**src/rtl/jk_ctrl_pkg.sv**
```systemverilog
// Shared definitions for the JK counter sequencer: command encodings and FSM states.
package jk_ctrl_pkg;

   localparam logic [1:0] OP_NOP  = 2'b00;
   localparam logic [1:0] OP_LOAD = 2'b01;
   localparam logic [1:0] OP_UP   = 2'b10;
   localparam logic [1:0] OP_DOWN = 2'b11;

   typedef enum logic [1:0] {
      ST_IDLE = 2'd0,
      ST_LOAD = 2'd1,
      ST_RUN  = 2'd2,
      ST_DONE = 2'd3
   } state_t;

endpackage

```
**src/rtl/jk_counter_ctrl_if.sv**
```systemverilog
// Command handshake and status bundle between datapath logic and the JK sequencer.
interface jk_counter_ctrl_if #(parameter int WIDTH = 4);

   logic             cmd_valid;
   logic             cmd_ready;
   logic [1:0]       cmd_op;
   logic [WIDTH-1:0] cmd_data;
   logic             abort;
   logic [WIDTH-1:0] Q;
   logic             busy;
   logic             done;
   logic             wrap;

   modport master (
      output cmd_valid, cmd_op, cmd_data, abort,
      input  cmd_ready, Q, busy, done, wrap
   );

   modport slave (
      input  cmd_valid, cmd_op, cmd_data, abort,
      output cmd_ready, Q, busy, done, wrap
   );

endinterface

```
**src/rtl/jk_counter_ctrl_bit.sv**
```systemverilog
// Single JK storage stage: hold, reset, set or toggle on each rising clock edge.
module jk_bit (
   input  logic clk,
   input  logic rstn,
   input  logic j,
   input  logic k,
   output logic q
);

   always_ff @(posedge clk or negedge rstn) begin
      if (!rstn) begin
         q <= 1'b0;
      end else begin
         case ({j, k})
            2'b00:   q <= q;
            2'b01:   q <= 1'b0;
            2'b10:   q <= 1'b1;
            default: q <= ~q;
         endcase
      end
   end

endmodule

```
**src/rtl/jk_counter_ctrl.sv**
```systemverilog
// Command sequencer that drives a bank of JK stages to hold, load, or count up/down
// for a programmed number of steps, with abort and sticky wrap reporting.
module jk_counter_ctrl
   import jk_ctrl_pkg::*;
#(
   parameter int WIDTH = 4
) (
   input  logic               clk,
   input  logic               rstn,
   jk_counter_ctrl_if.slave   bus
);

   state_t           state;
   state_t           state_next;
   logic [1:0]       op_lat;
   logic [WIDTH-1:0] data_lat;
   logic [WIDTH-1:0] step_cnt;
   logic             wrap;
   logic [WIDTH-1:0] q;
   logic [WIDTH-1:0] j;
   logic [WIDTH-1:0] k;
   logic [WIDTH-1:0] tog;
   logic             accept;
   logic             do_step;
   logic             wrap_hit;
   logic             is_count_op;

   assign accept      = bus.cmd_valid && (state == ST_IDLE);
   assign do_step     = (state == ST_RUN) && !bus.abort;
   assign is_count_op = (bus.cmd_op == OP_UP) || (bus.cmd_op == OP_DOWN);
   assign wrap_hit    = do_step && ((op_lat == OP_UP) ? (&q) : (~|q));

   always_ff @(posedge clk or negedge rstn) begin
      if (!rstn) begin
         state <= ST_IDLE;
      end else begin
         state <= state_next;
      end
   end

   always_comb begin
      state_next = state;
      case (state)
         ST_IDLE: begin
            if (accept) begin
               case (bus.cmd_op)
                  OP_NOP:  state_next = ST_DONE;
                  OP_LOAD: state_next = ST_LOAD;
                  default: state_next = (bus.cmd_data != '0) ? ST_RUN : ST_DONE;
               endcase
            end
         end
         ST_LOAD: state_next = ST_DONE;
         ST_RUN: begin
            if (bus.abort || (step_cnt == WIDTH'(1))) begin
               state_next = ST_DONE;
            end
         end
         ST_DONE: state_next = ST_IDLE;
         default: state_next = ST_IDLE;
      endcase
   end

   // A stage toggles when every lower stage is at the carry (up) or borrow (down) value.
   always_comb begin
      logic chain;
      j     = '0;
      k     = '0;
      tog   = '0;
      chain = 1'b1;
      for (int i = 0; i < WIDTH; i++) begin
         tog[i] = chain;
         chain  = chain & ((op_lat == OP_UP) ? q[i] : ~q[i]);
      end
      if (state == ST_LOAD) begin
         j = data_lat;
         k = ~data_lat;
      end else if (do_step) begin
         j = tog;
         k = tog;
      end
   end

   always_ff @(posedge clk or negedge rstn) begin
      if (!rstn) begin
         op_lat   <= OP_NOP;
         data_lat <= '0;
         step_cnt <= '0;
         wrap     <= 1'b0;
      end else if (accept) begin
         op_lat   <= bus.cmd_op;
         data_lat <= bus.cmd_data;
         step_cnt <= is_count_op ? bus.cmd_data : '0;
         wrap     <= 1'b0;
      end else if (state == ST_RUN) begin
         step_cnt <= bus.abort ? '0 : (step_cnt - WIDTH'(1));
         if (wrap_hit) begin
            wrap <= 1'b1;
         end
      end
   end

   for (genvar i = 0; i < WIDTH; i++) begin : g_stage
      jk_bit u_bit (
         .clk  (clk),
         .rstn (rstn),
         .j    (j[i]),
         .k    (k[i]),
         .q    (q[i])
      );
   end

   assign bus.cmd_ready = (state == ST_IDLE);
   assign bus.busy      = (state != ST_IDLE);
   assign bus.done      = (state == ST_DONE);
   assign bus.wrap      = wrap;
   assign bus.Q         = q;

endmodule

```
**src/flat_wrapper.sv**
```systemverilog
// flat-port wrapper written by rule: the top's interface ports become plain ports
module jk_counter_ctrl_flat import jk_ctrl_pkg::*;
#(
   parameter int WIDTH = 4
)
  (clk, rstn, bus_cmd_valid, bus_cmd_op, bus_cmd_data, bus_abort, bus_cmd_ready, bus_Q, bus_busy, bus_done, bus_wrap);
  jk_counter_ctrl_if #(.WIDTH(WIDTH)) bus_i ();
  input  logic clk;
  input  logic rstn;
  input wire logic [$bits(bus_i.cmd_valid)-1:0] bus_cmd_valid;
  input wire logic [$bits(bus_i.cmd_op)-1:0] bus_cmd_op;
  input wire logic [$bits(bus_i.cmd_data)-1:0] bus_cmd_data;
  input wire logic [$bits(bus_i.abort)-1:0] bus_abort;
  output wire logic [$bits(bus_i.cmd_ready)-1:0] bus_cmd_ready;
  output wire logic [$bits(bus_i.Q)-1:0] bus_Q;
  output wire logic [$bits(bus_i.busy)-1:0] bus_busy;
  output wire logic [$bits(bus_i.done)-1:0] bus_done;
  output wire logic [$bits(bus_i.wrap)-1:0] bus_wrap;
  assign bus_i.cmd_valid = bus_cmd_valid;
  assign bus_i.cmd_op = bus_cmd_op;
  assign bus_i.cmd_data = bus_cmd_data;
  assign bus_i.abort = bus_abort;
  assign bus_cmd_ready = bus_i.cmd_ready;
  assign bus_Q = bus_i.Q;
  assign bus_busy = bus_i.busy;
  assign bus_done = bus_i.done;
  assign bus_wrap = bus_i.wrap;
  jk_counter_ctrl #(.WIDTH(WIDTH)) u_core (.clk(clk), .rstn(rstn), .bus(bus_i));
endmodule
```
**config.mk**
```make
export PLATFORM = sky130hd
export DESIGN_NAME = jk_counter_ctrl_flat
export DESIGN_NICKNAME = d
export VERILOG_FILES = /design/src/rtl/jk_ctrl_pkg.sv /design/src/rtl/jk_counter_ctrl_if.sv /design/src/rtl/jk_counter_ctrl_bit.sv /design/src/rtl/jk_counter_ctrl.sv /design/src/flat_wrapper.sv
export SDC_FILE = /design/constraint.sdc
export NUM_CORES = 1
export LEC_CHECK = 0
export ABC_AREA = 0
export CORE_MARGIN = 10
export CORE_UTILIZATION = 50
export CTS_CLUSTER_DIAMETER = 80
export DETAILED_ROUTE_END_ITERATION = 8
export PLACE_DENSITY = 0.76
export SLEW_MARGIN = 20
export SYNTH_ARGS = -nofsm -noshare
export SYNTH_HDL_FRONTEND = slang
export SYNTH_SLANG_ARGS = --single-unit
```
**constraint.sdc**
```tcl
create_clock -name clk -period 4.6 [get_ports clk]
set_clock_uncertainty 0.1 [all_clocks]
set_input_delay 0.46 -clock clk [delete_from_list [all_inputs] [get_ports clk]]
set_output_delay 0.46 -clock clk [all_outputs]
set_load 0.03 [all_outputs]
```
* After elaboration in Yosys (flattened, before gate mapping) *
Cells that the tools add are included.

word-level totals
  bits in registers = 17
  latch bits = 0
  bits in writable memories = 0
  bits in read-only memories = 0
  output and inout bits = 8
  logic and storage cells = 79
  memories kept = 0

operators by class
  add/subtract/negate cells = 1
  multiply operators = 0
  div/mod/pow operators = 0
  order comparisons = 0
  eq/ne operators = 18
  shifts and indexed selects = 0
  multiplexer cells = 23
  bitwise operators = 7
  reduce and logical (&&, ||, !) cells = 21

operators with widths
  cell                   number
  $mux W4                7
  $eq A2 B2 Y1 const B   9
  $eq A2 B1 Y1 const B   6
  $logic_not A2 Y1       6
  $pmux W1 S3            4
  $mux W1                8
  $pmux W2 S4            1
  $reduce_bool A2 Y1     3
  $eq A4 B1 Y1 const B   1
  $mux W2                2
  $not A1 Y1             4
  $not A4 Y4             1
  $pmux W2 S2            1
  $reduce_and A2 Y1      2
  $reduce_and A4 Y1      1
  $reduce_bool A4 Y1     1
  $reduce_or A4 Y1       1
  $sub A4 B1 Y4 const B  1
  $logic_and A1 B1 Y1    3
  $and A1 B1 Y1          2
  $logic_not A1 Y1       2
  $logic_or A1 B1 Y1     2
  $ne A2 B1 Y1 const B   1
  $ne A2 B2 Y1 const B   1

* Longest topological paths before layout *
Gate-level depths: netlist of the first run.

  depth in word-level cells = 8
  gate-level depth with buffers = 6
  gate-level depth less buffers = 6

* Hierarchy *
Synthesis of the first run repeated with hierarchy kept, for this count alone.

unflattened totals
  cells, all modules = 127
  area total of the unflattened synthesis = 1179.9 µm²

by module, submodules not included
  module           times used  cells an instance  area each (µm²)  seq. area each (µm²)
  jk_counter_ctrl  1           91                 834.6            325.3
  jk_bit           4           9                  86.3             25.0

* Least setup slack after synthesis of the first run *
No wires, ideal clock.

  kind = register to register
  start point = reg u_core.state[0]
  end point = reg u_core.state[0]
  arrival time = 1.541 ns
  slack = 2.826 ns
  stages on the path, launching flop included = 6
  path buffers = 0
  clock period less this slack = 1.774 ns
  cell sequence = dfrtp_1 -> inv_1 -> ha_1 -> inv_1 -> o22ai_1 -> o21ai_0

on the way
  word-level cells in the longest chain between the ends = 4
  elaborated cells on any way between the ends = 9
  classes of those cells = eq/ne (5); mux (1); reduce/logical (3)

ends and longest elaborated chain
  what                         RTL line               text
  start, declared              jk_counter_ctrl.sv:13  state_t state;
  start signal, assigned       jk_counter_ctrl.sv:37  state <= state_next;
  $logic_not A2 Y1 *           n/a
  net bus_cmd_ready            flat_wrapper.sv:14     output wire logic [$bits(bus_i.cmd_ready)-1:0] bus_cmd_ready;
  $logic_and A1 B1 Y1          jk_counter_ctrl.sv:28  assign accept = bus.cmd_valid && (state == ST_IDLE);
  $ne A2 B1 Y1 (no line)       n/a
  $reduce_and A2 Y1 (no line)  n/a

Mark *: on every way through the listed nets, which the timed path passes. The rest lies on a longest branch.
A chain may end at the register's enable or synchronous reset.

* Worst setup path in the final report of the first run *
  start point = reg u_core.state[0]
  end point = out bus_busy

on the way
  word-level cells in the longest chain between the ends = 1

ends and longest elaborated chain
  what                RTL line                text
  $reduce_bool A2 Y1  jk_counter_ctrl.sv:114  assign bus.busy = (state != ST_IDLE);
  end, declared       flat_wrapper.sv:16      output wire logic [$bits(bus_i.busy)-1:0] bus_busy;

No other way between the ends.

==> metrics, run 1 <==
status=finished, final reports clean; IO buf count=17; Mapped Nets=124; vias per inst=5.570; worst vdd ir=roughly 0.39 mV; Mapped Area=0.001023 mm²; RSZ-0062 raised after global routing=no; share of cells above drive strength 1=0.1066; R2R depth=5; Placed Cells=approximately 150; Final period util=0.5231; die width=65.25 µm; GRT overflow=0; post-synthesis average cell area=9.565 µm²; Reg-to-Reg End=u_core.g_stage[2].u_bit.q$_DFFE_PN0P_; critical register-to-register path startpoint=u_core.state[1]$_DFFE_PN0P_; H-tree depth=1; final setup vio count=0; Crit. End Element=primary output; Worst-path clk slew=~0.10 ns; CP Class=reg -> out; Clk Latency, worst-skew pair=about 0.28 ns; die area=0.004257 mm²; mux contribution to synthesized area=0.05501; HP Start=u_core.op_lat[1]$_DFFE_PN0P_; Worst EP arrival=between 1.5 and 2 ns; setup_tns=0 ns; Worst setup SP type=flip-flop; largest net degree at the start of global routing=18; Vias=830; Post-synth EDFFs=0; Root Buffer=clkbuf_4; CTS sink cnt=17; Die Y=65.25 µm; IO Pins=18; pwr dens=between 700 and 800 mW/mm²; Hold Path Sink=u_core.op_lat[1]$_DFFE_PN0P_; DR pass1 iterations=4; Seq/Total Area, Yosys=0.4156; max frequency=0.4156 GHz; Cells after Synth=107; flop2flop setup slack=2.79 ns; vias in the first global route=903; CTS tree=done; core area=0.001962 mm²; total CTS buffers=3; #FFs+latches synth=17; Placed Area=0.001181 mm²; HPWL after DPL=1.760 mm; top cells by area, synth=dfrtp_1 (42%), ha_1 (8.6%), mux2_2 (5.5%); gp weighted congestion=between 0.7 and 0.8; Routed WL=~2.2 mm; Resize count post-CTS=0; relative slew slack=0.4780; Site Rows=16; Post-Synth Adder-Cell Area=0.08557; MaxCap Viol Count=0; final cell count without fillers=149; drt drc=0; Yosys warnings=0; Post-synth ARST share=1.000; Max clock buf depth=2; share of the synthesized area in the top cell type=0.4156; Detailed Route Iter0 Violations=30; Tightest Pin Transition=0.7806 ns; Crit Path Max Fanout=6; WP data required=4.04 ns; Final Hold Fails=0; Slew Viols, Final=0; Synth Flop Type=dfrtp_1; Setup Fix Bufs, Post-CTS=0; Pleak=~0.00052 µW; Total GRT Usage=0.1052; post-synth top area cell=dfrtp_1; Post-Synth Simple-Gate Area=0.2042; xor/xnor share of the synthesized area=0.01711; Detail Route Antenna Nets=0; Tmin final=2.406 ns; n_diodes=0; global-route wire length before repair=~3.7 mm; hold_buf cts=0; Initial Util=0.5217; hold path depth=1; antenna violations before repair=0; Nets=140; HP Class=reg -> reg; Area Overhead vs Synth=18.09%; Yosys cell types=33; main combinational cell family by area after synthesis=simple AND/OR/NAND/NOR gates; wire per inst=14.97 µm; Synth Area in Compound Gates=0.1589; Design Area, Final=0.001209 mm²
## cell usage in the layout (no fill, tap or decap)
cell type and instances:
inv_1 5, nor3_1 4, or4_1 1, nor3b_1 2
clkdlybuf4s50_1 17, nor4_1 1, dfrtp_1 17, a21o_1 2
clkbuf_4 3, or3_1 2, a211oi_1 2, or4_4 1
a21oi_1 6, nor2b_1 3, a2111o_1 1, a22oi_1 1
xor2_1 1, mux2_2 5, ha_1 7, nand2b_1 3
nand2_1 9, o21a_1 1, or3b_2 1, o22ai_1 3
nor2_1 5, nand4_1 1, clkinv_2 1, o21ai_0 10
xnor2_1 1, o211ai_1 1, nand3_1 2, and3_1 1
and3_2 2
## worst max path at each step
stage                                 from                          end  slack (ns)  depth (start not counted)
3_3_place_gp   u_core.state[0]$_DFFE_PN0P_                     bus_busy        2.58                          4
2_1_floorplan  u_core.state[0]$_DFFE_PN0P_  u_core.state[0]$_DFFE_PN0P_        2.83                          5
6_report       u_core.state[0]$_DFFE_PN0P_                     bus_busy        2.19                          4
5_1_grt        u_core.state[0]$_DFFE_PN0P_                     bus_busy        2.09                          4
3_5_place_dp   u_core.state[0]$_DFFE_PN0P_                     bus_busy        2.52                          4
4_1_cts        u_core.state[0]$_DFFE_PN0P_                     bus_busy        2.18                          4
## Yosys cell counts, drive strengths merged, types with 2 or more instances
master,count
dfrtp,17
o21ai,10
nand2,9
ha,7
a21oi,6
buf,6
inv,5
mux2,5
nor2,5
nor3,4
and3,3
nand2b,3
nor2b,3
o22ai,3
a211oi,2
a21o,2
nand3,2
nor3b,2
or3,2
or4,2
## worst max-delay path: stages (launching register included)
cell,delay [ns]
dfrtp_1,0.41
inv_1,0.10
ha_1,0.28
inv_1,0.10
clkdlybuf4s50_1,0.68
## layer usage
layer,GRT usage,vias to the layer above,part of all wire
met5,0,-,0
met3,0.03051,6,0.044
li1,-,407,-
met2,0.1902,15,0.51
met4,0.04011,0,0.018
met1,0.1123,402,0.43
## area by class of cell
| type | instances | area [µm²] |
|---|---|---|
| sequential | 17 | 425.4 |
| timing repair buffer | 17 | 170.2 |
| multi-input combinational | 79 | 533.0 |
| clock inverter | 1 | 5.005 |
| inverter | 5 | 18.77 |
| fill | 180 | 753.2 |
| tap | 27 | 33.78 |
| clock buffer | 3 | 22.52 |
## report_power, final
part / switching (µW) / internal [µW] / leakage, µW
clock: 45.8 / 32.2 / 0.0000177
sequential: 71.5 / 226 / 0.000206
combinational: 262 / 211 / 0.000294
## cell families (layout without fill, tap and decap cells)
logic type / Yosys count / in the layout
xor+xnor: 2 / 2
flops: 17 / 17
mux: 5 / 5
buf+inv: 11 / 26
simple gates: 38 / 38
compound gates: 27 / 27
fa+ha+maj: 7 / 7
## per-stage QoR
| stage | total power, µW | hold slack [ns] | worst slack, ns | utilization |
|---|---|---|---|---|
| 6_report | 849.1 | 0.3783 | 2.194 | 0.6161 |
| 5_1_grt | 922.8 | 0.3978 | 2.094 | 0.6161 |
| 4_1_cts | 852.2 | 0.3833 | 2.182 | 0.6161 |
| 3_5_place_dp | 772.1 | 0.3590 | 2.517 | 0.6020 |
| 3_3_place_gp | 748.7 | 0.3530 | 2.576 | 0.6020 |
| 2_1_floorplan | 651.1 | 0.06441 | 2.826 | - |
## flip-flops by register name (all words and copies together), names as in the netlist
name and cells:
u_core.op_lat 2, u_core.data_lat 4, u_core.g_stage.u_bit.q 4, u_core.state 2, u_core.step_cnt 4, u_core.bus.wrap 1
(Power assumes the default switching activity.)
==> inputs of run 2 (changes only) <==
- clock period: 4.6 -> 2.4 ns (I/O delays scaled with it)
==> run 2 against run 1 <==
Worst hold slack lost 0.078 ns; global-route usage grew 0.21 points; sequential power grew 91%; die area is the same; clock power grew 95%; total power grew 91%; worst setup slack lost 2.0 ns; largest cell class unchanged; highest routed layer unchanged.
==> metrics, run 2 (synthesis results as in run 1) <==
status=finished, final reports clean; Nets=140 (unchanged); Worst-path clk slew=0.10 ns (about the same); Total GRT Usage=0.1074 (+0.002121); die area=0.004257 mm² (unchanged); Worst setup SP type=flip-flop; IO buf count=17 (unchanged); drt drc=0 (unchanged); global-route wire length before repair=3.781 mm (+1.3%); setup_tns=0 ns (unchanged); hold_buf cts=0 (unchanged); HPWL after DPL=1.745 mm (-0.84%); Area Overhead vs Synth=18.09% (unchanged); Root Buffer=clkbuf_4; Slew Viols, Final=0 (unchanged); Vias=825 (-0.60%); Crit Path Max Fanout=6 (unchanged); core area=0.001962 mm² (unchanged); Max clock buf depth=2 (unchanged); antenna violations before repair=0 (unchanged); crit path from=u_core.state[0]$_DFFE_PN0P_; Pleak=0.0005186 µW (unchanged); gp weighted congestion=0.7845 (+0.10%); final setup vio count=0 (unchanged); wire per inst=14.65 µm (-2.2%); Die Y=65.25 µm (unchanged); biggest regs=u_core.data_lat x4, u_core.g_stage.u_bit.q x4, u_core.step_cnt x4; Resize count post-CTS=0 (unchanged); n_diodes=0 (unchanged); Final Hold Fails=0 (unchanged); Detail Route Antenna Nets=0 (unchanged); Worst EP arrival=1.85 ns (about the same); commonest non-fill, non-tap cells in the layout=clkdlybuf4s50_1 (17), dfrtp_1 (17), o21ai_0 (10); Routed WL=2.183 mm (-2.2%); Tmin final=between 2 and 2.5 ns; Clk Latency, worst-skew pair=0.28 ns (about the same); Setup Fix Bufs, Post-CTS=0 (unchanged); relative slew slack=0.4821 (+0.004134); critical register-to-register path startpoint=u_core.state[1]$_DFFE_PN0P_; Hold WS=0.3002 ns (-0.07805 ns); Crit. End Element=primary output; CP Class=reg -> out; GRT overflow=0 (unchanged); Tightest Pin Transition=0.7744 ns (-0.006182 ns); WP data required=2.06 ns (-1.98 ns); R2R depth=5 (unchanged); total CTS buffers=3 (unchanged); vias in the first global route=885 (-2.0%); MaxCap Viol Count=0 (unchanged); IO Pins=18 (unchanged); largest net degree at the start of global routing=18 (unchanged); Site Rows=16 (unchanged); die width=65.25 µm (unchanged); worst vdd ir=0.7073 mV (+80%); HP Class=in -> async; share of cells above drive strength 1=0.1066 (unchanged); max frequency=0.4575 GHz; # fillers=174 (-3.3%); Detailed Route Iter0 Violations=25 (-17%); CTS sink cnt=17 (unchanged); CTS tree=done; H-tree depth=1 (unchanged); RSZ-0062 raised after global routing=no; vias per inst=5.537 (-0.60%); Initial Util=0.5217 (unchanged); DR pass1 iterations=4 (unchanged); Final period util=0.9107; pwr dens=1342 mW/mm² (+91%)
## run 2: cell counts in the layout (fill, tap and decap cells not counted)
Identical to the previous run, type by type.
## run 2: cell type report
cell class                 instances  area [µm²]  share of cell area
multi-input combinational         79       533.0              0.4410
sequential                        17       425.4              0.3520
timing repair buffer              17       170.2              0.1408
tap                               27       33.78             0.02795
clock buffer                       3       22.52             0.01863
inverter                           5       18.77             0.01553
clock inverter                     1       5.005            0.004141
## run 2: stage by stage
| step | worst slack [ns] | utilization | instances | power [µW] | cell area, µm² |
|---|---|---|---|---|---|
| final | 0.2144 | 0.6161 | 149 | 1622 | 1209 |
| after global routing | 0.1171 | 0.6161 | 149 | 1772 | 1209 |
| after CTS | 0.2063 | 0.6161 | 149 | 1632 | 1209 |
| after detailed placement | 0.5376 | 0.6020 | 145 | 1479 | 1181 |
| after global placement | 0.5956 | 0.6020 | 145 | 1435 | 1181 |
| after floorplan | 0.6256 | - | 107 | 1248 | 1023 |
## run 2: power by group
part | internal, µW | switching (µW) | total (µW)
sequential | 434 | 135 | 568
combinational | 404 | 498 | 901
clock | 61.8 | 90.2 | 152
## run 2: routing by layer
| layer | wire length, µm | track usage | up-vias |
|---|---|---|---|
| met1 | 910 | 0.1164 | 387 |
| li1 | - | - | 413 |
| met4 | 33 | 0.04011 | 0 |
| met2 | 1135 | 0.1927 | 19 |
| met3 | 104 | 0.03051 | 6 |
| met5 | 0 | 0 | - |
## run 2: final timing paths
path / to / slack, ns
worst max-delay path: bus_busy / 0.21
worst min-delay path: u_core.g_stage[0].u_bit.q$_DFFE_PN0P_ / 0.30
worst max register to register: u_core.g_stage[2].u_bit.q$_DFFE_PN0P_ / 0.59
worst min register to register: u_core.op_lat[1]$_DFFE_PN0P_ / 0.38
max in group asynchronous: u_core.step_cnt[1]$_DFFE_PN0P_ / 1.42
min in group clk: u_core.op_lat[1]$_DFFE_PN0P_ / 0.38
## run 2: critical path: stages (launching register included)
cell	delay (ns)
dfrtp_1	0.41
inv_1	0.10
ha_1	0.27
inv_1	0.10
clkdlybuf4s50_1	0.67
